`src/rtl/sdram_arb_pkg.sv`:
```
// Shared definitions for the SDRAM command arbiter.
//   arb_state_t  - arbiter FSM state encoding
//   id_width()   - width of a requester index, never below 1 bit
//   field_slice()- extracts field k of width w from a packed per-requester bus
package sdram_arb_pkg;

  typedef enum logic [1:0] {
    ST_IDLE  = 2'd0,
    ST_ISSUE = 2'd1,
    ST_WAIT  = 2'd2
  } arb_state_t;

  // Upper bounds for the packed-bus helper; callers cast to and from these.
  localparam int unsigned FIELD_BUS_W = 2048;
  localparam int unsigned FIELD_MAX_W = 64;

  function automatic int id_width(input int n);
    return ($clog2(n) > 1) ? $clog2(n) : 1;
  endfunction

  function automatic logic [FIELD_MAX_W-1:0] field_slice(
    input logic [FIELD_BUS_W-1:0] bus,
    input int unsigned            k,
    input int unsigned            w
  );
    logic [FIELD_BUS_W-1:0] sh;
    sh = bus >> (k * w);
    return sh[FIELD_MAX_W-1:0];
  endfunction

endpackage

```
`src/rtl/sdram_cmd_arbiter_rr_pick.sv`:
```
// Rotating-priority picker.
//   req   - request vector, one bit per requester
//   ptr   - index searched first; search continues ptr+1, ... modulo N
//   win   - index of the first requesting bit found
//   valid - at least one request present
module rr_pick
  import sdram_arb_pkg::*;
#(
  parameter  int N     = 4,
  localparam int PTR_W = id_width(N)
) (
  input  logic [N-1:0]     req,
  input  logic [PTR_W-1:0] ptr,
  output logic [PTR_W-1:0] win,
  output logic             valid
);

  always_comb begin
    int unsigned      idx;
    logic [PTR_W-1:0] idx_n;
    win   = '0;
    valid = 1'b0;
    idx   = 0;
    idx_n = '0;
    for (int unsigned i = 0; i < N; i++) begin
      idx   = (32'(ptr) + i) % N;
      idx_n = PTR_W'(idx);
      if (!valid && req[idx_n]) begin
        valid = 1'b1;
        win   = idx_n;
      end
    end
  end

endmodule

```
`src/rtl/sdram_cmd_arbiter.sv`:
```
// Round-robin arbiter sharing one SDRAM controller command port among N_REQ
// requesters. One command is outstanding at a time; the port stays locked
// until i_done (or the watchdog fires) so the data path can steer by o_id.
//   CLK, RST_N          - clock, synchronous active-low reset
//   i_stb/i_ack         - per-requester command handshake (i_ack combinational)
//   i_we/i_addr/i_len   - packed per-requester command descriptors
//   o_stb/o_ack         - command handshake towards the controller
//   o_we/o_addr/o_len   - granted command, held in IDLE
//   o_id                - granted requester index
//   i_done              - controller pulse: burst finished
//   busy                - state != IDLE (registered)
//   err_timeout         - one-cycle pulse on watchdog abort
module sdram_cmd_arbiter
  import sdram_arb_pkg::*;
#(
  parameter  int N_REQ   = 4,
  parameter  int ADDR_W  = 24,
  parameter  int LEN_W   = 4,
  parameter  int TIMEOUT = 1024,
  localparam int ID_W    = id_width(N_REQ)
) (
  input  logic                    CLK,
  input  logic                    RST_N,
  input  logic [N_REQ-1:0]        i_stb,
  output logic [N_REQ-1:0]        i_ack,
  input  logic [N_REQ-1:0]        i_we,
  input  logic [N_REQ*ADDR_W-1:0] i_addr,
  input  logic [N_REQ*LEN_W-1:0]  i_len,
  output logic                    o_stb,
  input  logic                    o_ack,
  output logic                    o_we,
  output logic [ADDR_W-1:0]       o_addr,
  output logic [LEN_W-1:0]        o_len,
  output logic [ID_W-1:0]         o_id,
  input  logic                    i_done,
  output logic                    busy,
  output logic                    err_timeout
);

  localparam int TMR_W = (TIMEOUT == 0) ? 1 : $clog2(TIMEOUT + 1);

  arb_state_t       state;
  logic [ID_W-1:0]  rr_ptr;
  logic [TMR_W-1:0] timer;
  logic [ID_W-1:0]  pick_id;
  logic             pick_valid;

  rr_pick #(.N(N_REQ)) u_pick (
    .req   (i_stb),
    .ptr   (rr_ptr),
    .win   (pick_id),
    .valid (pick_valid)
  );

  always_comb begin
    i_ack = '0;
    if (RST_N && state == ST_IDLE && pick_valid)
      i_ack[pick_id] = 1'b1;
  end

  always_ff @(posedge CLK) begin
    if (!RST_N) begin
      state       <= ST_IDLE;
      rr_ptr      <= '0;
      timer       <= '0;
      o_stb       <= 1'b0;
      o_we        <= 1'b0;
      o_addr      <= '0;
      o_len       <= '0;
      o_id        <= '0;
      busy        <= 1'b0;
      err_timeout <= 1'b0;
    end else begin
      err_timeout <= 1'b0;
      unique case (state)
        ST_IDLE: begin
          if (pick_valid) begin
            o_we   <= i_we[pick_id];
            o_addr <= ADDR_W'(field_slice(FIELD_BUS_W'(i_addr), 32'(pick_id), ADDR_W));
            o_len  <= LEN_W'(field_slice(FIELD_BUS_W'(i_len), 32'(pick_id), LEN_W));
            o_id   <= pick_id;
            rr_ptr <= (pick_id == ID_W'(N_REQ - 1)) ? '0 : pick_id + ID_W'(1);
            o_stb  <= 1'b1;
            busy   <= 1'b1;
            state  <= ST_ISSUE;
          end
        end
        ST_ISSUE: begin
          if (o_ack) begin
            o_stb <= 1'b0;
            timer <= '0;
            // Completion can arrive together with the accept for short bursts.
            if (i_done) begin
              busy  <= 1'b0;
              state <= ST_IDLE;
            end else begin
              state <= ST_WAIT;
            end
          end
        end
        ST_WAIT: begin
          if (timer != '1)
            timer <= timer + TMR_W'(1);
          // i_done takes priority over a coinciding watchdog expiry.
          if (i_done) begin
            busy  <= 1'b0;
            state <= ST_IDLE;
          end else if (TIMEOUT != 0 && timer == TMR_W'(TIMEOUT - 1)) begin
            err_timeout <= 1'b1;
            busy        <= 1'b0;
            state       <= ST_IDLE;
          end
        end
        default: begin
          o_stb <= 1'b0;
          busy  <= 1'b0;
          state <= ST_IDLE;
        end
      endcase
    end
  end

endmodule

```
`config.mk`:
```
export PLATFORM = sky130hd
export DESIGN_NAME = sdram_cmd_arbiter
export DESIGN_NICKNAME = d
export VERILOG_FILES = /design/src/rtl/sdram_arb_pkg.sv /design/src/rtl/sdram_cmd_arbiter_rr_pick.sv /design/src/rtl/sdram_cmd_arbiter.sv
export SDC_FILE = /design/constraint.sdc
export NUM_CORES = 1
export LEC_CHECK = 0
export CAP_MARGIN = 20
export CORE_MARGIN = 5
export CORE_UTILIZATION = 25
export CTS_CLUSTER_DIAMETER = 80
export DETAILED_ROUTE_END_ITERATION = 16
export PLACE_DENSITY_LB_ADDON = 0.3
export SYNTH_ARGS = -nofsm -noshare
export SYNTH_HDL_FRONTEND = slang
export SYNTH_SLANG_ARGS = --single-unit
export TNS_END_PERCENT = 100
```
`constraint.sdc`:
```
create_clock -name CLK -period 2.7 [get_ports CLK]
set_clock_uncertainty 0.2 [all_clocks]
set_input_delay 0.405 -clock CLK [delete_from_list [all_inputs] [get_ports CLK]]
set_output_delay 0.405 -clock CLK [all_outputs]
set_load 0.005 [all_outputs]
```
==> flow_metrics.env <==
export IMPL_status="finished, final reports clean"
export IMPL_intPower_mw=1.82
export IMPL_crit_type="in2out"
export IMPL_h_tree_depth=2
export IMPL_clock_latency_ns=0.29
export IMPL_rsz0062_at_grt="false"
export IMPL_grt_pass1_vias=2946
export IMPL_hold_viol_final=0
export IMPL_fin_crit_sh_pct=95.7
export IMPL_fin_cells=599
export IMPL_die_x_um=116
export IMPL_antenna_found_initial=0
export IMPL_tightest_slew_ns=0.544
export IMPL_root_buffer="clkbuf_16"
export IMPL_power_switching_mw=0.647
export IMPL_synthesis_area_sq_um=2820
export IMPL_grt_pass1_wl_um=14500
export IMPL_dpl_worst_slack_ns=-0.344
export IMPL_hp_start="o_addr[7]"
export IMPL_r2r_setup_slack_ns=0.53
export IMPL_cp_required_ns=2.10
export IMPL_max_slew_margin_pct=63.8
export IMPL_drt_iter0_markers=135
export IMPL_setup_violations=0
export IMPL_core_sq_um=10900
export IMPL_power_frac_seq_pct=34.9
export IMPL_numPlacedInstances=590
export IMPL_die_h_um=116
export IMPL_fin_ws_ns=0.117
export IMPL_synthCells=292
export IMPL_holdPathStages=2
export IMPL_clock_sinks=49
export IMPL_final_common_cell="clkdlybuf4s50_1"
export IMPL_cts_hold_buffers=0
export IMPL_yosysTopAreaCell="dfxtp_1"
export IMPL_maxSlewViolCount=0
export IMPL_finalSetupTns_ns=0
export IMPL_hp_class="reg2reg"
export IMPL_async_flop_share_pct=0
export IMPL_path_clk_slew_ns=0.07
export IMPL_clk_path_buf_depth=2
export IMPL_yosys_register_bits=49
export IMPL_cp_max_fo=4
export IMPL_yosysSeqAreaShare_pct=34.7
export IMPL_synth_edf_count=0
export IMPL_fp_row_count=38
export IMPL_place_congestion=0.770
export IMPL_final_fill_count=1091
export IMPL_synth_top_area_share_pct=34.7
export IMPL_r2r_start="rr_ptr[0]"
export IMPL_diodes=0
export IMPL_vias=2875
export IMPL_grt_usage_pct=13.5
export IMPL_powerDensity_nw_per_um2=510
export IMPL_ys_types=45
export IMPL_ios=162
export IMPL_ant_nets=0
export IMPL_drc_errors=0
export IMPL_drive_gt1_share_pct=15.5
export IMPL_wl_per_cell_um=16.6
export IMPL_fin_crit_ns=2.58
export IMPL_cap_violations=0
export IMPL_p_comb_share_pct=32.2
export IMPL_r2r_end="o_addr[13]"
export IMPL_worstRegToRegCells=7
export IMPL_dr_pass1_iters=4
export IMPL_min_to="o_addr[7]"
export IMPL_startpoint_type="primary input"
export IMPL_end_kind="output port"
export IMPL_vias_per_cell=4.80
export IMPL_yosys_top_cells_area="dfxtp_1, o221ai_2, mux2i_1"
export IMPL_start_util_pct=25.8
export IMPL_grt_max_degree=30
export IMPL_cts_tree="built"
export IMPL_numCtsBuffers=5
export IMPL_clockPowerShare_pct=32.9
export IMPL_overflow=0
export IMPL_p_sw_share_pct=26.2
export IMPL_synth_nets=418
export IMPL_num_nets_final=584
export IMPL_crit_arrival_ns=1.98
export IMPL_synth_avg_cell_area_sq_um=9.67
export IMPL_synth_ff_type="dfxtp_1"
export IMPL_fp_dieArea_sq_um=13500
export IMPL_leakage_nw=1.96
export IMPL_ir_drop_v=0.000293
export IMPL_syn2layout_area_growth_pct=71.4
export IMPL_ys_warn_count=0
export IMPL_io_buffer_count=161
export IMPL_routed_wl_um=9930
export IMPL_dp_hpwl_um=7710
export IMPL_fmax_mhz=387
export IMPL_final_cell_mix="clkdlybuf4s50_1, dfxtp_1, inv_1"
state kept, by name, summed over array words and instances (netlist names):
| signal | flops |
|---|---|
| busy | 1 |
| err_timeout | 1 |
| o_addr | 24 |
| o_id | 2 |
| o_len | 4 |
| o_stb | 1 |
| o_we | 1 |
| rr_ptr | 2 |
| state | 2 |
| timer | 11 |
layer usage:
metal / wire [um] / vias up / track usage, %
li1: - / 1418 / -
met4: 128 / 0 / 3.87
met1: 4130 / 1345 / 16.1
met5: 0 / - / 0
met2: 4930 / 102 / 24.3
met3: 743 / 10 / 2.90
cells by family after synthesis:
kind of cell	synth area share, %
AOI/OAI and AO/OA	29.6
xor gates and xnor gates	1.86
adders and majority gates	0.886
buffers and inverters	8.37
DFF	34.7
muxes	10.6
and+or+nand+nor	13.9
metrics by stage:
step | power, mW | instance area (sq um) | hold WS, ns | util [%]
2_1_floorplan | 1.23 | 2820 | 0.268 | -
3_3_place_gp | 1.67 | 4630 | 0.270 | 42.3
3_5_place_dp | 1.68 | 4630 | 0.277 | 42.3
4_1_cts | 2.51 | 4820 | 0.296 | 44.1
5_1_grt | 2.61 | 4840 | 0.322 | 44.3
6_report | 2.47 | 4840 | 0.291 | 44.3
worst max path at each step:
| stage | start | to | slack (ns) | cells past startpoint |
|---|---|---|---|---|
| after global routing | rr_ptr[0] | i_ack[0] | 0.04 | 7 |
| final | i_stb[2] | i_ack[0] | 0.12 | 7 |
| after CTS | i_stb[2] | i_ack[2] | 0.01 | 7 |
| after detailed placement | RST_N | i_ack[0] | -0.34 | 6 |
| after floorplan | i_stb[2] | i_ack[2] | 0.49 | 7 |
| after global placement | RST_N | i_ack[0] | -0.34 | 6 |
Yosys cell counts (6+ instances only):
library cell  count
a22oi_1          29
buf_2            12
a21oi_1           6
nor2_1           15
xnor2_1           6
o21ai_0           8
inv_1            33
nand2_1           9
o221ai_2         29
dfxtp_1          49
nor2b_1           8
mux2i_1          30
what timing repair did:
item                                    in CTS  in global routing
pin swaps                                    1                  0
gates resized for setup                     11                  5
setup buffers                                0                  1
endpoints found under the setup margin       4                  1
power by group through the flow:
stage          clock (mW)  combinational [mW]  sequential (mW)
5_1_grt             0.872               0.861            0.874
4_1_cts             0.844               0.807            0.862
3_3_place_gp            0               0.797            0.875
2_1_floorplan           0               0.349            0.879
3_5_place_dp            0               0.808            0.877
6_report            0.812               0.795            0.863
layout make-up:
cell class	instances	area (sq um)	share of cell area, %
flip-flops and latches	49	983	20.3
clock inverters	3	65.1	1.34
repair buffers	178	1740	35.9
multi-input cells	190	1630	33.6
well taps	140	175	3.62
inverters	34	128	2.64
clock buffers	5	125	2.58
worst max-delay path: stages:
cell and delay [ns]:
clkdlybuf4s15_2 0.23, nor2b_2 0.17, o32a_1 0.35, buf_4 0.14, or3b_4 0.37, inv_2 0.05
dlygate4sd2_1 0.26
(Power assumes the default switching activity.)
